### src/rtl/counter_cmd_seq_pkg.sv
// Shared types for the counter command sequencer: opcodes, FSM states and
// the bounce-direction helper.
package counter_cmd_seq_pkg;

    typedef enum logic [1:0] {
        OP_LOAD   = 2'b00,
        OP_UP     = 2'b01,
        OP_DOWN   = 2'b10,
        OP_BOUNCE = 2'b11
    } op_e;

    typedef enum logic [1:0] {
        ST_IDLE = 2'b00,
        ST_LOAD = 2'b01,
        ST_RUN  = 2'b10,
        ST_DONE = 2'b11
    } state_e;

    localparam logic DIR_UP = 1'b1;

    // Direction for the next bounce step: reverse at whichever end is reached.
    function automatic logic bounce_dir(input logic dir, input logic at_max, input logic at_zero);
        logic next_dir;
        if (dir == DIR_UP) begin
            next_dir = !at_max;
        end else begin
            next_dir = at_zero;
        end
        return next_dir;
    endfunction

endpackage

### src/rtl/counter_cmd_seq_if.sv
// Command handshake bundle between a command source and the counter sequencer.
interface counter_cmd_seq_if #(
    parameter int WIDTH = 4
);
    logic             cmd_valid;
    logic             cmd_ready;
    logic [1:0]       cmd_op;
    logic [WIDTH-1:0] cmd_data;
    logic             cmd_sat;
    logic             abort;

    modport master (
        output cmd_valid, cmd_op, cmd_data, cmd_sat, abort,
        input  cmd_ready
    );

    modport slave (
        input  cmd_valid, cmd_op, cmd_data, cmd_sat, abort,
        output cmd_ready
    );
endinterface

### src/rtl/counter_cmd_seq.sv
// Sequencer that turns LOAD / STEP_UP / STEP_DOWN / BOUNCE commands into
// load_n / ce / up_down controls for a downstream up/down counter.
module counter_cmd_seq
    import counter_cmd_seq_pkg::*;
#(
    parameter int WIDTH = 4
) (
    input  logic             clk,
    input  logic             rst_n,
    counter_cmd_seq_if.slave cmd,
    input  logic             max_count,
    input  logic             zero,
    output logic             load_n,
    output logic [WIDTH-1:0] data_load,
    output logic             ce,
    output logic             up_down,
    output logic             busy,
    output logic             done,
    output logic             sat_hit
);

    localparam logic [WIDTH-1:0] ONE  = {{(WIDTH-1){1'b0}}, 1'b1};
    localparam logic [WIDTH-1:0] ZERO = {WIDTH{1'b0}};

    state_e           state_r;
    state_e           state_s;
    op_e              op_r;
    logic             sat_r;
    logic [WIDTH-1:0] data_r;
    logic [WIDTH-1:0] rem_r;
    logic             dir_r;
    logic             sat_hit_r;

    logic             accept_s;
    logic             stop_s;
    logic             step_s;
    logic             bounce_s;
    logic             run_dir_s;

    // Handshake, saturation stop and step qualification.
    always_comb begin
        accept_s = cmd.cmd_valid && (state_r == ST_IDLE);
        stop_s   = 1'b0;
        if (sat_r) begin
            case (op_r)
                OP_UP:   stop_s = max_count;
                OP_DOWN: stop_s = zero;
                default: stop_s = 1'b0;
            endcase
        end else begin
            stop_s = 1'b0;
        end
        bounce_s = bounce_dir(dir_r, max_count, zero);
        step_s   = (state_r == ST_RUN) && !stop_s && !cmd.abort;
        case (op_r)
            OP_UP:     run_dir_s = 1'b1;
            OP_DOWN:   run_dir_s = 1'b0;
            OP_BOUNCE: run_dir_s = bounce_s;
            default:   run_dir_s = 1'b1;
        endcase
    end

    // Next-state logic.
    always_comb begin
        state_s = state_r;
        case (state_r)
            ST_IDLE: begin
                if (accept_s) begin
                    if (op_e'(cmd.cmd_op) == OP_LOAD) begin
                        state_s = ST_LOAD;
                    end else if (cmd.cmd_data == ZERO) begin
                        state_s = ST_DONE;
                    end else begin
                        state_s = ST_RUN;
                    end
                end else begin
                    state_s = ST_IDLE;
                end
            end
            ST_LOAD: state_s = ST_DONE;
            ST_RUN: begin
                if (cmd.abort || stop_s || (rem_r == ONE)) begin
                    state_s = ST_DONE;
                end else begin
                    state_s = ST_RUN;
                end
            end
            ST_DONE: state_s = ST_IDLE;
            default: state_s = ST_IDLE;
        endcase
    end

    // Outputs; all decode the registered state so reset reaches them at once.
    always_comb begin
        cmd.cmd_ready = (state_r == ST_IDLE);
        load_n        = !((state_r == ST_LOAD) && !cmd.abort);
        ce            = step_s;
        up_down       = (state_r == ST_RUN) ? run_dir_s : 1'b1;
        busy          = (state_r == ST_LOAD) || (state_r == ST_RUN);
        done          = (state_r == ST_DONE);
        data_load     = data_r;
        sat_hit       = sat_hit_r;
    end

    // FSM state register.
    always_ff @(posedge clk or negedge rst_n) begin
        if (!rst_n) begin
            state_r <= ST_IDLE;
        end else begin
            state_r <= state_s;
        end
    end

    // Command latch, remaining-step count, bounce direction and sticky sat_hit.
    always_ff @(posedge clk or negedge rst_n) begin
        if (!rst_n) begin
            op_r      <= OP_LOAD;
            sat_r     <= 1'b0;
            data_r    <= ZERO;
            rem_r     <= ZERO;
            dir_r     <= DIR_UP;
            sat_hit_r <= 1'b0;
        end else if (accept_s) begin
            op_r      <= op_e'(cmd.cmd_op);
            sat_r     <= cmd.cmd_sat;
            data_r    <= cmd.cmd_data;
            rem_r     <= cmd.cmd_data;
            dir_r     <= DIR_UP;
            sat_hit_r <= 1'b0;
        end else begin
            if (step_s) begin
                rem_r <= rem_r - ONE;
                if (op_r == OP_BOUNCE) begin
                    dir_r <= bounce_s;
                end
            end
            if (((state_r == ST_LOAD) && cmd.abort) ||
                ((state_r == ST_RUN) && (cmd.abort || stop_s))) begin
                sat_hit_r <= 1'b1;
            end
        end
    end

endmodule

### src/flat_wrapper.sv
// flat-port wrapper written by rule: the top's interface ports become plain ports
module counter_cmd_seq_flat import counter_cmd_seq_pkg::*;
#(
    parameter int WIDTH = 4
)
  (clk, rst_n, max_count, zero, load_n, data_load, ce, up_down, busy, done, sat_hit, cmd_cmd_valid, cmd_cmd_op, cmd_cmd_data, cmd_cmd_sat, cmd_abort, cmd_cmd_ready);
  counter_cmd_seq_if #(.WIDTH(WIDTH)) cmd_i ();
  input  logic clk;
  input  logic rst_n;
  input  logic max_count;
  input  logic zero;
  output logic load_n;
  output logic [WIDTH-1:0] data_load;
  output logic ce;
  output logic up_down;
  output logic busy;
  output logic done;
  output logic sat_hit;
  input wire logic [$bits(cmd_i.cmd_valid)-1:0] cmd_cmd_valid;
  input wire logic [$bits(cmd_i.cmd_op)-1:0] cmd_cmd_op;
  input wire logic [$bits(cmd_i.cmd_data)-1:0] cmd_cmd_data;
  input wire logic [$bits(cmd_i.cmd_sat)-1:0] cmd_cmd_sat;
  input wire logic [$bits(cmd_i.abort)-1:0] cmd_abort;
  output wire logic [$bits(cmd_i.cmd_ready)-1:0] cmd_cmd_ready;
  assign cmd_i.cmd_valid = cmd_cmd_valid;
  assign cmd_i.cmd_op = cmd_cmd_op;
  assign cmd_i.cmd_data = cmd_cmd_data;
  assign cmd_i.cmd_sat = cmd_cmd_sat;
  assign cmd_i.abort = cmd_abort;
  assign cmd_cmd_ready = cmd_i.cmd_ready;
  counter_cmd_seq #(.WIDTH(WIDTH)) u_core (.clk(clk), .rst_n(rst_n), .cmd(cmd_i), .max_count(max_count), .zero(zero), .load_n(load_n), .data_load(data_load), .ce(ce), .up_down(up_down), .busy(busy), .done(done), .sat_hit(sat_hit));
endmodule
### config.mk
export PLATFORM = sky130hd
export DESIGN_NAME = counter_cmd_seq_flat
export DESIGN_NICKNAME = d
export VERILOG_FILES = /design/src/rtl/counter_cmd_seq_pkg.sv /design/src/rtl/counter_cmd_seq_if.sv /design/src/rtl/counter_cmd_seq.sv /design/src/flat_wrapper.sv
export SDC_FILE = /design/constraint.sdc
export NUM_CORES = 1
export LEC_CHECK = 0
export ABC_AREA = 1
export BUFFER_PORTS_ARGS = -buffer_cell sky130_fd_sc_hd__buf_4
export CORE_UTILIZATION = 39
export DETAILED_ROUTE_END_ITERATION = 12
export SYNTH_ARGS = -nofsm -noshare
export SYNTH_HDL_FRONTEND = slang
export SYNTH_SLANG_ARGS = --single-unit
### constraint.sdc
create_clock -name clk -period 1.55 [get_ports clk]
set_clock_uncertainty 0.05 [all_clocks]
set_input_delay 0 -clock clk [delete_from_list [all_inputs] [get_ports clk]]
set_output_delay 0 -clock clk [all_outputs]
set_load 0.1 [all_outputs]
-- Word-level counts from Yosys, hierarchy flattened
Index checks and enable logic that the tools add are counted.
- flip-flop bits (word level): 15
- input port bits: 13
- output and inout bits: 11
- $add $sub $neg: 1
- eq/ne operators: 7
- multiplexer cells: 17
- reduce and logical (&&, ||, !) cells: 21
- operator list (kind ; count):
    $mux W1 ; 10
    $eq A2 B2 Y1 const B ; 4
    $mux W4 ; 2
    $pmux W2 S4 ; 1
    $logic_and A1 B1 Y1 ; 6
    $reduce_bool A2 Y1 ; 3
    $eq A2 B1 Y1 const B ; 2
    $eq A4 B1 Y1 const B ; 1
    $logic_not A1 Y1 ; 4
    $logic_not A2 Y1 ; 2
    $logic_not A4 Y1 ; 1
    $logic_or A1 B1 Y1 ; 4
    $mux W2 ; 2
    $pmux W1 S2 ; 2
    $sub A4 B1 Y4 const B ; 1
    $reduce_and A2 Y1 ; 1

-- Longest topological paths before layout
Gate-level depths: netlist of the first run.
- word-level depth: 8
- gate-level depth with buffers: 10

-- Least setup slack after synthesis of the first run
Ideal clock, no wire load.
- kind: register to output
- start: register u_core.op_r[0]
- end: output port up_down
- arrival time: 2.167 ns
- required time: 1.500 ns
- setup slack: -0.667 ns
- cell stages (with the launch flop): 4
- path buffers: 0
- cell sequence: dfrtp_1 -> ha_1 -> nand2_1 -> o221ai_1
- cells in the longest elaborated chain, start to end: 3
- RTL lines (element ; RTL line ; RTL):
    from (decl) ; counter_cmd_seq.sv:27 ; op_e op_r;
    from (signal assigned) ; counter_cmd_seq.sv:124 ; op_r <= op_e'(cmd.cmd_op);
    $eq A2 B2 Y1 ; counter_cmd_seq.sv:55 ; case (op_r)
    $pmux W1 S2 * ; counter_cmd_seq.sv:55 ;
    $mux W1 * ; counter_cmd_seq.sv:98 ; up_down = (state_r == ST_RUN) ? run_dir_s : 1'b1;
    to (decl) ; flat_wrapper.sv:15 ; output logic up_down;
Mark *: on every way between the ends. The rest lies on a longest branch, timed or not.

-- Worst setup path in the final report of the first run
- start: register u_core.op_r[0]
- end: output port ce
- cells in the longest elaborated chain, start to end: 6
- RTL lines (element ; RTL line ; RTL):
    $eq A2 B2 Y1 or $eq A2 B1 Y1 (tied branches) ; counter_cmd_seq.sv:45 ; case (op_r)
    $pmux W1 S2 * ; counter_cmd_seq.sv:45 ;
    $mux W1 * ; counter_cmd_seq.sv:44 ; if (sat_r) begin
    $logic_not A1 Y1 * ; counter_cmd_seq.sv:54 ; step_s = (state_r == ST_RUN) && !stop_s && !cmd.abort;
    $logic_and A1 B1 Y1 * (2 in series) ; counter_cmd_seq.sv:54 ;
    to (decl) ; flat_wrapper.sv:14 ; output logic ce;
Marks and branches as above.

==> Flow_metrics.wiki, run 1 <==
{| class="wikitable"
! Metric !! Value
|-
| Area of the multi-input gates || between 400 and 500 sq um
|-
| Count of synthesis-stage warnings from yosys || 0
|-
| Slew at the pin closest to its max-slew limit || 0.281 ns
|-
| Startpoint type of the worst setup path || register
|-
| CP max-delay cell || dfrtp_1
|-
| Count of fill cells added during filler insertion || 206
|-
| Half-perimeter wire length after placement || approximately 1500 um
|-
| Site Rows || 17
|-
| Summed negative setup slack over all endpoints || 0 ns
|-
| Hold-critical path endpoint || u_core.state_r[0]
|-
| Share of synthesized flip-flops with an asynchronous set or reset || 1.00
|-
| Critical path type || reg -> out
|-
| Critical register-to-register path startpoint || u_core.op_r[0]
|-
| DIE AREA || 2540 sq um
|-
| Register area || between 300 and 400 sq um
|-
| Arrival time of data at the critical path endpoint || 1.49 ns
|-
| Most used DFF post-synth || dfrtp_1
|-
| Worst reg-to-reg setup slack || roughly 0.050 ns
|-
| Overall routing resource usage || 0.178
|-
| Pin count of the biggest net entering global routing || 16
|-
| Post-Synthesis Cell Area || between 900 and 1000 sq um
|-
| Residual antenna-violating net count after detailed routing || 0
|-
| Cell count of the worst hold path || 4
|-
| Class of the worst hold path || in -> reg
|-
| Share of synthesized area occupied by flip-flops and latches || 0.412
|-
| Clock period minus final worst setup slack || between 1.5 and 2 ns
|-
| Core footprint || roughly 2200 sq um
|-
| Buffers from clock root to sink, at most || 2
|-
| Number of standard cells in the layout, taps in and fillers out || approximately 180
|-
| Final Hold Fails || 0
|-
| Number of DRC violations after detailed routing || 0
|-
| Diode insertion count for antenna repair || 0
|-
| Synthesis-to-layout area growth || 43.2%
|-
| Status || finished clean
|-
| Count of cell types in the netlist || 24
|-
| Placed insts || 160
|-
| Final worst-path cycle share || 0.994
|-
| Worst skew pair latency || 0.28 ns
|-
| Buffer cell driving the clock tree root || clkbuf_4
|-
| Total CTS buffers || 3
|-
| CTS tree || built
|-
| Deepest level of the CTS H-tree || 1
|-
| Sinks on the clock net || 15
|-
| Number of global-route vias before repair || 792
|-
| Kind of capture point of the worst setup path || output port
|-
| Detailed-route via count || 831
|-
| Placer Congestion || approximately 0.8
|-
| Number of cell instances on the worst register-to-register path || 9
|-
| Detail-routed via count per cell || approximately 4.7
|-
| Number of maximum-capacitance violations || 0
|-
| Max-slew violation total from the final report || 0
|-
| Nets@finish || around 170
|-
| Global-route congestion overflow total || 0
|-
| Cell count after synthesis || ~110
|-
| Final Cell Area || 1310 sq um
|-
| Pre-Repair DR Iteration Count || 4
|-
| Critical path required time || 1.50 ns
|-
| Detailed Route WL || around 2100 um
|-
| Clk slew on worst S/H paths || 0.09 ns
|-
| Setup repair after global routing missed its margin || true
|-
| Number of antenna violations at the first check in global routing || 0
|-
| Number of enable flip-flop cells after synthesis || 0
|-
| Post-place instance area || around 1100 sq um
|-
| Peak clock frequency supported by timing || between 0.6 and 0.7 GHz
|-
| Iter 0 DRT Violations || 15
|-
| Die X-Extent || between 50 and 60 um
|-
| Final setup viols || 0
|-
| Hold path start || cmd_cmd_data[2]
|-
| Initial core utilization || 0.413
|-
| First-pass GRT wire length || between 3000 and 4000 um
|-
| Ordered cell list for the critical path || inv_2, ha_4, nor2_2, nand2_2, nand3_4, inv_4, buf_12
|-
| Average cell area after synthesis || 8.39 sq um
|-
| Maximum fanout along the worst path || 3
|-
| Slowest stage delay, CP || between 0.4 and 0.5 ns
|-
| Die height || ~50 um
|-
| Worst R2R End || u_core.rem_r[1]
|-
| Routed length per instance || roughly 12 um
|-
| Port Buffer Count || 23
|-
| Number of top-level pins || 24
|-
| Net count after synthesis || 131
|-
| Register bit total from synthesis || 15
|-
| Share of cells above drive strength 1 || 0.351
|-
| Headroom to the max-slew limit || 0.814
|}
-- critical path, delay by kind of cell, from the launching register on --
kind	cells	cell delay (ns)
adders and majority gates	1	0.20
buffers and inverters	3	0.29
DFF	1	0.42
and+or+nand+nor	3	0.28
-- layer usage --
layer | wire [um] | track usage
met1 | 974 | 0.234
met2 | 1000 | 0.276
met3 | 58 | 0.0303
met4 | 56 | 0.0972
met5 | 0 | 0
-- cells by family after synthesis --
kind of cell | count (synthesis) | share of synthesized area
AO/OA/AOI/OAI | 17 | 0.107
XOR/XNOR | 1 | 0.00958
adder cells (fa/ha/maj) | 9 | 0.123
buffers and inverters | 17 | 0.0985
flip-flops | 15 | 0.412
AND/OR/NAND/NOR | 50 | 0.250
-- synth_stat cells, types with 2 or more instances --
| library cell | count | area, sq um |
|---|---|---|
| nor2_1 | 4 | 15.0 |
| o21ai_1 | 8 | 40.0 |
| ha_1 | 9 | 113 |
| nand3_1 | 3 | 15.0 |
| inv_1 | 13 | 48.8 |
| o21ai_2 | 2 | 17.5 |
| o21ai_0 | 2 | 10.0 |
| nand2_2 | 4 | 25.0 |
| dfrtp_1 | 14 | 350 |
| a21oi_1 | 3 | 15.0 |
| nand2_1 | 34 | 128 |
-- registers in the layout, summed over array words and instances (netlist names) --
register / flops
u_core.sat_hit: 1
u_core.dir_r: 1
u_core.rem_r: 4
u_core.state_r: 2
u_core.sat_r: 1
u_core.op_r: 2
u_core.data_load: 4
-- area by class of cell --
| class | count | share of cell area |
|---|---|---|
| clock buffer | 4 | 0.0201 |
| tap | 28 | 0.0267 |
| multi-input combinational | 77 | 0.376 |
| sequential | 15 | 0.287 |
| timing repair buffer | 37 | 0.243 |
| inverter | 15 | 0.0468 |
-- what timing repair did --
action                                 in CTS  in global routing
setup buffers                               1                  3
hold buffers                                8                  0
pin swaps                                   1                  3
setup endpoints to repair                   2                  7
resized for setup                           6                  8
endpoints found under the hold margin      24                  0
-- through the flow --
stage / hold slack [ns] / setup WS (ns) / utilization
after floorplan: -0.346 / -0.0368 / -
after global placement: -0.180 / 0.125 / 0.508
after detailed placement: -0.183 / 0.110 / 0.508
after CTS: 0.00700 / 0.00129 / 0.567
after global routing: 0.0249 / -0.0935 / 0.592
final: 0.0148 / 0.00966 / 0.592
-- how the worst max path moves through the flow --
stage / start / endpoint / slack [ns] / cells past startpoint
after floorplan: u_core.op_r[0] / up_down / -0.04 / 3
after global placement: u_core.op_r[0] / u_core.rem_r[0] / 0.13 / 8
after detailed placement: u_core.op_r[0] / u_core.rem_r[1] / 0.11 / 8
after CTS: u_core.op_r[0] / ce / 0.001 / 7
after global routing: u_core.op_r[1] / ce / -0.09 / 8
final: u_core.op_r[0] / ce / 0.01 / 7
-- cells in the final DEF (no fill, tap or decap), types with 3 or more instances in the layout --
cell type      instances
ha_1                   5
dfrtp_1               14
clkbuf_4               3
dlygate4sd3_1          8
nand3_1                3
inv_2                  3
inv_1                 10
nor2_1                 4
o21ai_1                8
a21oi_1                3
buf_4                 27
nand2_2                4
nand2_1               34
Power of run 1 is left out: the tool's default activity adds up to more than one toggle a clock period on the data nets, which glitch-free logic cannot reach.
==> run 2: changes to the inputs <==
--- a/config.mk
+++ b/config.mk
@@ -5,10 +5,11 @@
 export SDC_FILE = /design/constraint.sdc
 export NUM_CORES = 1
 export LEC_CHECK = 0
-export ABC_AREA = 1
 export BUFFER_PORTS_ARGS = -buffer_cell sky130_fd_sc_hd__buf_4
 export CORE_UTILIZATION = 39
 export DETAILED_ROUTE_END_ITERATION = 12
+export MAX_ROUTING_LAYER = met4
+export RECOVER_POWER = 25
 export SYNTH_ARGS = -nofsm -noshare
 export SYNTH_HDL_FRONTEND = slang
 export SYNTH_SLANG_ARGS = --single-unit
==> Flow_metrics.wiki, run 2 <==
{| class="wikitable"
! Metric !! Value
|-
| Status || finished with violations
|-
| Violated checks || negative setup slack
|-
| Share of Yosys cell area claimed by the top area cell type || 0.406 (+0.0228)
|-
| Average cell area after synthesis || 9.28 sq um (+11%)
|-
| Headroom to the max-slew limit || 0.449 (-0.365)
|-
| Setup repair after global routing missed its margin || true
|-
| Die height || 49.1 um (-2.7%)
|-
| Number of DRC violations after detailed routing || 0 (unchanged)
|-
| Pin count of the biggest net entering global routing || 16 (unchanged)
|-
| Slowest stage delay, CP || 0.42 ns (about the same)
|-
| Share of synthesized area occupied by flip-flops and latches || 0.436 (+0.0245)
|-
| Most common library cell in the layout ignoring fill and taps || buf_4
|-
| Die X-Extent || 49.1 um (-2.7%)
|-
| Detail-routed via count per cell || 4.82 (+2.0%)
|-
| Post-place instance area || 1150 sq um (+2.7%)
|-
| Nets@finish || 166 (-2.9%)
|-
| Final Hold Fails || 0 (unchanged)
|-
| Final worst-path cycle share || 1.13 (+0.134)
|-
| Sinks on the clock net || 15 (unchanged)
|-
| CTS tree || built
|-
| Buffers from clock root to sink, at most || 2 (unchanged)
|-
| Slew at the pin closest to its max-slew limit || 0.826 ns (+0.545 ns)
|-
| Highest-count cells in the layout ignoring fill and taps || buf_4 (33), nand2_1 (21), dfrtp_1 (14)
|-
| Clock period minus final worst setup slack || 1.75 ns (+0.208 ns)
|-
| Clk slew on worst S/H paths || 0.09 ns (about the same)
|-
| Buffer cell driving the clock tree root || clkbuf_4
|-
| Peak clock frequency supported by timing || 0.572 GHz (-12%)
|-
| Number of maximum-capacitance violations || 0 (unchanged)
|-
| Placed insts || 150 (-6.3%)
|-
| Count of cell types in the netlist || 26 (+8.3%)
|-
| Count of synthesis-stage warnings from yosys || 0 (unchanged)
|-
| Post-Synthesis Cell Area || 863 sq um (-5.6%)
|-
| Kind of capture point of the worst setup path || output port
|-
| Final setup viols || 8 (+8)
|-
| Synthesis-to-layout area growth || 61.4%
|-
| Deepest level of the CTS H-tree || 1 (unchanged)
|-
| CP max-delay cell || dfrtp_1
|-
| Iter 0 DRT Violations || 14 (-1)
|-
| Total CTS buffers || 3 (unchanged)
|-
| Number of antenna violations at the first check in global routing || 0 (unchanged)
|-
| Residual antenna-violating net count after detailed routing || 0 (unchanged)
|-
| Cell count after synthesis || 93 (-15%)
|-
| Most used standard cell by instance count after synthesis || nand2_1
|-
| Number of enable flip-flop cells after synthesis || 0 (unchanged)
|-
| Startpoint type of the worst setup path || register
|-
| Critical path type || reg -> out
|-
| Critical path required time || 1.50 ns (about the same)
|-
| First-pass GRT wire length || 3420 um (+2.1%)
|-
| Net count after synthesis || 115 (-12%)
|-
| Final Cell Area || 1390 sq um (+6.4%)
|-
| Core footprint || 2020 sq um (-8.6%)
|-
| Yosys top cell by area || dfrtp_1
|-
| Number of global-route vias before repair || 761 (-3.9%)
|-
| Dpl ws || -0.0932 ns (-0.204 ns)
|-
| DIE AREA || 2410 sq um (-5.4%)
|-
| Site Rows || 16 (-1)
|-
| Worst skew pair latency || 0.29 ns (about the same)
|-
| Arrival time of data at the critical path endpoint || 1.70 ns (+0.21 ns)
|-
| Detailed-route via count || 819 (-1.4%)
|-
| Class of the worst hold path || in -> reg
|-
| Half-perimeter wire length after placement || 1510 um (-1.7%)
|-
| Overall routing resource usage || 0.196 (+0.0187)
|-
| Global-route congestion overflow total || 0 (unchanged)
|-
| Max-slew violation total from the final report || 0 (unchanged)
|-
| Number of top-level pins || 24 (unchanged)
|-
| Placer Congestion || 0.806 (+1.9%)
|-
| Number of cell instances on the worst register-to-register path || 8 (-1)
|-
| Share of synthesized flip-flops with an asynchronous set or reset || 1.00 (unchanged)
|-
| Number of standard cells in the layout, taps in and fillers out || 170 (-3.4%)
|-
| Share of cells above drive strength 1 || 0.427 (+0.0752)
|-
| Most used DFF post-synth || dfrtp_1
|-
| Ordered cell list for the critical path || inv_2, ha_4, nand2b_4, o21ai_4, clkinvlp_4, buf_12
|-
| Pre-Repair DR Iteration Count || 4 (unchanged)
|-
| Cell types with the largest area share after synthesis || dfrtp_1 (41%), ha_1 (13%), nand2_1 (9.1%)
|-
| Cell count of the worst hold path || 3 (-1)
|-
| Routed length per instance || 12.6 um (+6.2%)
|-
| Port Buffer Count || 23 (unchanged)
|-
| Final setup slack of the worst path || -0.198 ns (-0.208 ns)
|-
| Detailed Route WL || 2140 um (+2.5%)
|-
| Maximum fanout along the worst path || 4 (+1)
|-
| Initial core utilization || 0.427 (+0.0135)
|-
| Register bit total from synthesis || 15 (unchanged)
|-
| List of most frequent post-synthesis cells || nand2_1 (21), dfrtp_1 (14), ha_1 (9), inv_1 (9), o21ai_0 (6)
|-
| Diode insertion count for antenna repair || 0 (unchanged)
|}
-- run 2: cells by family (layout without fill, tap and decap cells) --
family	count (synthesis)	in the layout	synth area share
simple gates	38	38	0.204
xor+xnor	2	2	0.0203
compound gates	18	18	0.157
flops	15	15	0.436
fa+ha+maj	9	9	0.130
buf+inv	11	61	0.0522
-- run 2: layer usage --
metal / wire (um) / global-route usage
met1: 1050 / 0.265
met2: 985 / 0.299
met3: 71 / 0.0187
met4: 41 / 0.0882
met5: 0 / -
-- run 2: through the flow --
| step | util | hold slack [ns] | setup TNS, ns |
|---|---|---|---|
| 2_1_floorplan | - | -0.346 | -1.64 |
| 3_3_place_gp | 0.571 | -0.185 | -0.187 |
| 3_5_place_dp | 0.571 | -0.181 | -0.390 |
| 4_1_cts | 0.671 | 0.0000449 | -0.823 |
| 5_1_grt | 0.689 | 0.0494 | -1.54 |
| 6_report | 0.689 | 0.0181 | -0.960 |
-- run 2: final cells by class --
cell class / instances / area (sq um)
multi-input cells: 67 / 512
well taps: 27 / 33.8
flip-flops and latches: 15 / 377
fillers: 149 / 628
clock inverters: 1 / 5.00
clock buffers: 3 / 22.5
inverters: 9 / 37.5
repair buffers: 48 / 407
-- run 2: final timing paths --
path | from | endpoint | slack (ns)
hold / removal | zero | u_core.dir_r | 0.02
min in group asynchronous | rst_n | u_core.data_load[1] | 0.26
hold reg to reg | u_core.data_load[3] | u_core.data_load[3] | 0.44
setup / recovery | u_core.op_r[0] | ce | -0.20
setup reg to reg | u_core.op_r[0] | u_core.rem_r[0] | -0.18
max in group asynchronous | rst_n | u_core.data_load[0] | 0.68
-- run 2: repair_timing --
action | in CTS | in global routing
resized for setup | 13 | 6
hold buffers | 9 | 0
endpoints found under the hold margin | 28 | 0
pin swaps | 9 | 3
buffers inserted | 6 | 2
setup endpoints to repair | 8 | 9
-- run 2: critical path: cells and delay by family (launching register included) --
kind	cells	cell delay [ns]
buffers and inverters	3	0.43
DFF	1	0.42
AOI/OAI and AO/OA	1	0.21
adders and majority gates	1	0.20
and+or+nand+nor	1	0.14
Power of run 2 is left out for the same reason.
==> run 3: changes to the inputs <==
==> constraint.sdc (replaced) <==
create_clock -name clk -period 1.6 [get_ports clk]
set_clock_uncertainty 0.05 [all_clocks]
set_input_delay 0 -clock clk [delete_from_list [all_inputs] [get_ports clk]]
set_output_delay 0 -clock clk [all_outputs]
set_load 0.1 [all_outputs]
==> Flow_metrics.wiki, run 3 (synthesized netlist as in run 2, its figures left out) <==
{| class="wikitable"
! Metric !! Value
|-
| Status || finished with violations
|-
| Violated checks || negative setup slack
|-
| Clk slew on worst S/H paths || 0.10 ns (about the same)
|-
| Die X-Extent || 49.1 um (unchanged)
|-
| Detailed-route via count || 810 (-1.1%)
|-
| Share of cells above drive strength 1 || 0.396 (-0.0309)
|-
| Final Cell Area || 1350 sq um (-3.1%)
|-
| Deepest level of the CTS H-tree || 1 (unchanged)
|-
| Area of the multi-input gates || 508 sq um (-0.73%)
|-
| Critical path type || reg -> out
|-
| Port Buffer Count || 23 (unchanged)
|-
| Final setup slack of the worst path || -0.147 ns (+0.0510 ns)
|-
| Arrival time of data at the critical path endpoint || 1.70 ns (about the same)
|-
| Slew at the pin closest to its max-slew limit || 0.838 ns (+0.0118 ns)
|-
| Pin count of the biggest net entering global routing || 16 (unchanged)
|-
| Number of antenna violations at the first check in global routing || 0 (unchanged)
|-
| Headroom to the max-slew limit || 0.441 (-0.00789)
|-
| Clock period minus final worst setup slack || 1.75 ns
|-
| Sinks on the clock net || 15 (unchanged)
|-
| Number of top-level pins || 24 (unchanged)
|-
| Post-place instance area || 1130 sq um (-2.2%)
|-
| Kind of capture point of the worst setup path || output port
|-
| DIE AREA || 2410 sq um (unchanged)
|-
| Pre-Repair DR Iteration Count || 4 (unchanged)
|-
| Routed length per instance || 13.4 um (+6.6%)
|-
| Overall routing resource usage || 0.222 (+0.0253)
|-
| Summed negative setup slack over all endpoints || -0.652 ns (+0.309 ns)
|-
| Max-slew violation total from the final report || 0 (unchanged)
|-
| Critical path required time || 1.55 ns (+0.05 ns)
|-
| Final setup viols || 6 (-2)
|-
| Number of DRC violations after detailed routing || 0 (unchanged)
|-
| Number of global-route vias before repair || 837 (+10%)
|-
| Global-route congestion overflow total || 0 (unchanged)
|-
| Startpoint type of the worst setup path || register
|-
| Register area || 378 sq um (+0.33%)
|-
| Peak clock frequency supported by timing || 0.572 GHz
|-
| First-pass GRT wire length || 3890 um (+14%)
|-
| Detail-routed via count per cell || 4.88 (+1.3%)
|-
| Highest-count cells in the layout ignoring fill and taps || buf_4 (30), nand2_1 (21), dfrtp_1 (13)
|-
| Buffer cell driving the clock tree root || clkbuf_4
|-
| Core footprint || 2020 sq um (unchanged)
|-
| Setup repair after global routing missed its margin || true
|-
| Initial core utilization || 0.427 (unchanged)
|-
| Diode insertion count for antenna repair || 0 (unchanged)
|-
| Maximum fanout along the worst path || 3 (-1)
|-
| Total CTS buffers || 3 (unchanged)
|-
| Buffers from clock root to sink, at most || 2 (unchanged)
|-
| Iter 0 DRT Violations || 15 (+1)
|-
| Residual antenna-violating net count after detailed routing || 0 (unchanged)
|-
| Most common library cell in the layout ignoring fill and taps || buf_4
|-
| Nets@finish || 162 (-2.4%)
|-
| Detailed Route WL || 2230 um (+4.1%)
|-
| CTS tree || built
|-
| Placer Congestion || 0.776 (-3.7%)
|-
| Die height || 49.1 um (unchanged)
|-
| Class of the worst hold path || in -> reg
|-
| Site Rows || 16 (unchanged)
|-
| Final worst-path cycle share || 1.09
|-
| Half-perimeter wire length after placement || 1500 um (-0.50%)
|-
| Final Hold Fails || 0 (unchanged)
|-
| Count of fill cells added during filler insertion || 153 (+2.7%)
|-
| Synthesis-to-layout area growth || 56.4%
|-
| Number of maximum-capacitance violations || 0 (unchanged)
|-
| Worst skew pair latency || 0.28 ns (about the same)
|}
[run 3: final timing paths]
path / startpoint / to / slack (ns) / depth (start not counted)
worst max-delay path: u_core.op_r[0] / ce / -0.15 / 6
worst min-delay path: zero / u_core.dir_r / 0.04 / 3
worst max register to register: u_core.op_r[0] / u_core.rem_r[3] / -0.15 / 7
worst min register to register: u_core.data_load[2] / u_core.data_load[2] / 0.43 / 2
max in group asynchronous: rst_n / u_core.op_r[1] / 0.66 / 2
min in group asynchronous: rst_n / u_core.sat_hit / 0.27 / 2
[run 3: area by class of cell]
class,count,share of cell area
clock buffers,4,0.0195
repair buffers,44,0.272
multi-input cells,67,0.376
well taps,27,0.0250
flip-flops and latches,15,0.280
inverters,9,0.0278
[run 3: per-layer routing]
| layer | share of wire | GRT usage |
|---|---|---|
| met1 | 0.46 | 0.298 |
| met2 | 0.48 | 0.336 |
| met3 | 0.039 | 0.0249 |
| met4 | 0.013 | 0.103 |
| met5 | 0 | - |
[run 3: critical path: stages (launching register included)]
cell,delay [ns]
dfrtp_1,0.43
inv_2,0.09
ha_4,0.19
nand2b_4,0.15
o21ai_4,0.20
clkinvlp_4,0.16
buf_8,0.19
[run 3: repair_timing]
| action | in CTS | in global routing |
|---|---|---|
| resized for setup | 5 | 11 |
| endpoints found under the hold margin | 29 | 0 |
| buffers inserted | 4 | 1 |
| hold buffers | 10 | 0 |
| setup endpoints to repair | 5 | 9 |
| pin swaps | 6 | 6 |
[run 3: per-stage QoR]
step / setup WS, ns / std cells / util / hold slack (ns)
final: -0.147 / 166 / 0.668 / 0.0447
after global routing: -0.227 / 166 / 0.668 / 0.0571
after CTS: -0.156 / 165 / 0.644 / 0.0176
after detailed placement: -0.0482 / 147 / 0.559 / -0.178
after global placement: 0.00184 / 147 / 0.559 / -0.181
after floorplan: -0.523 / 93 / - / -0.346
Power of run 3 is left out for the same reason.
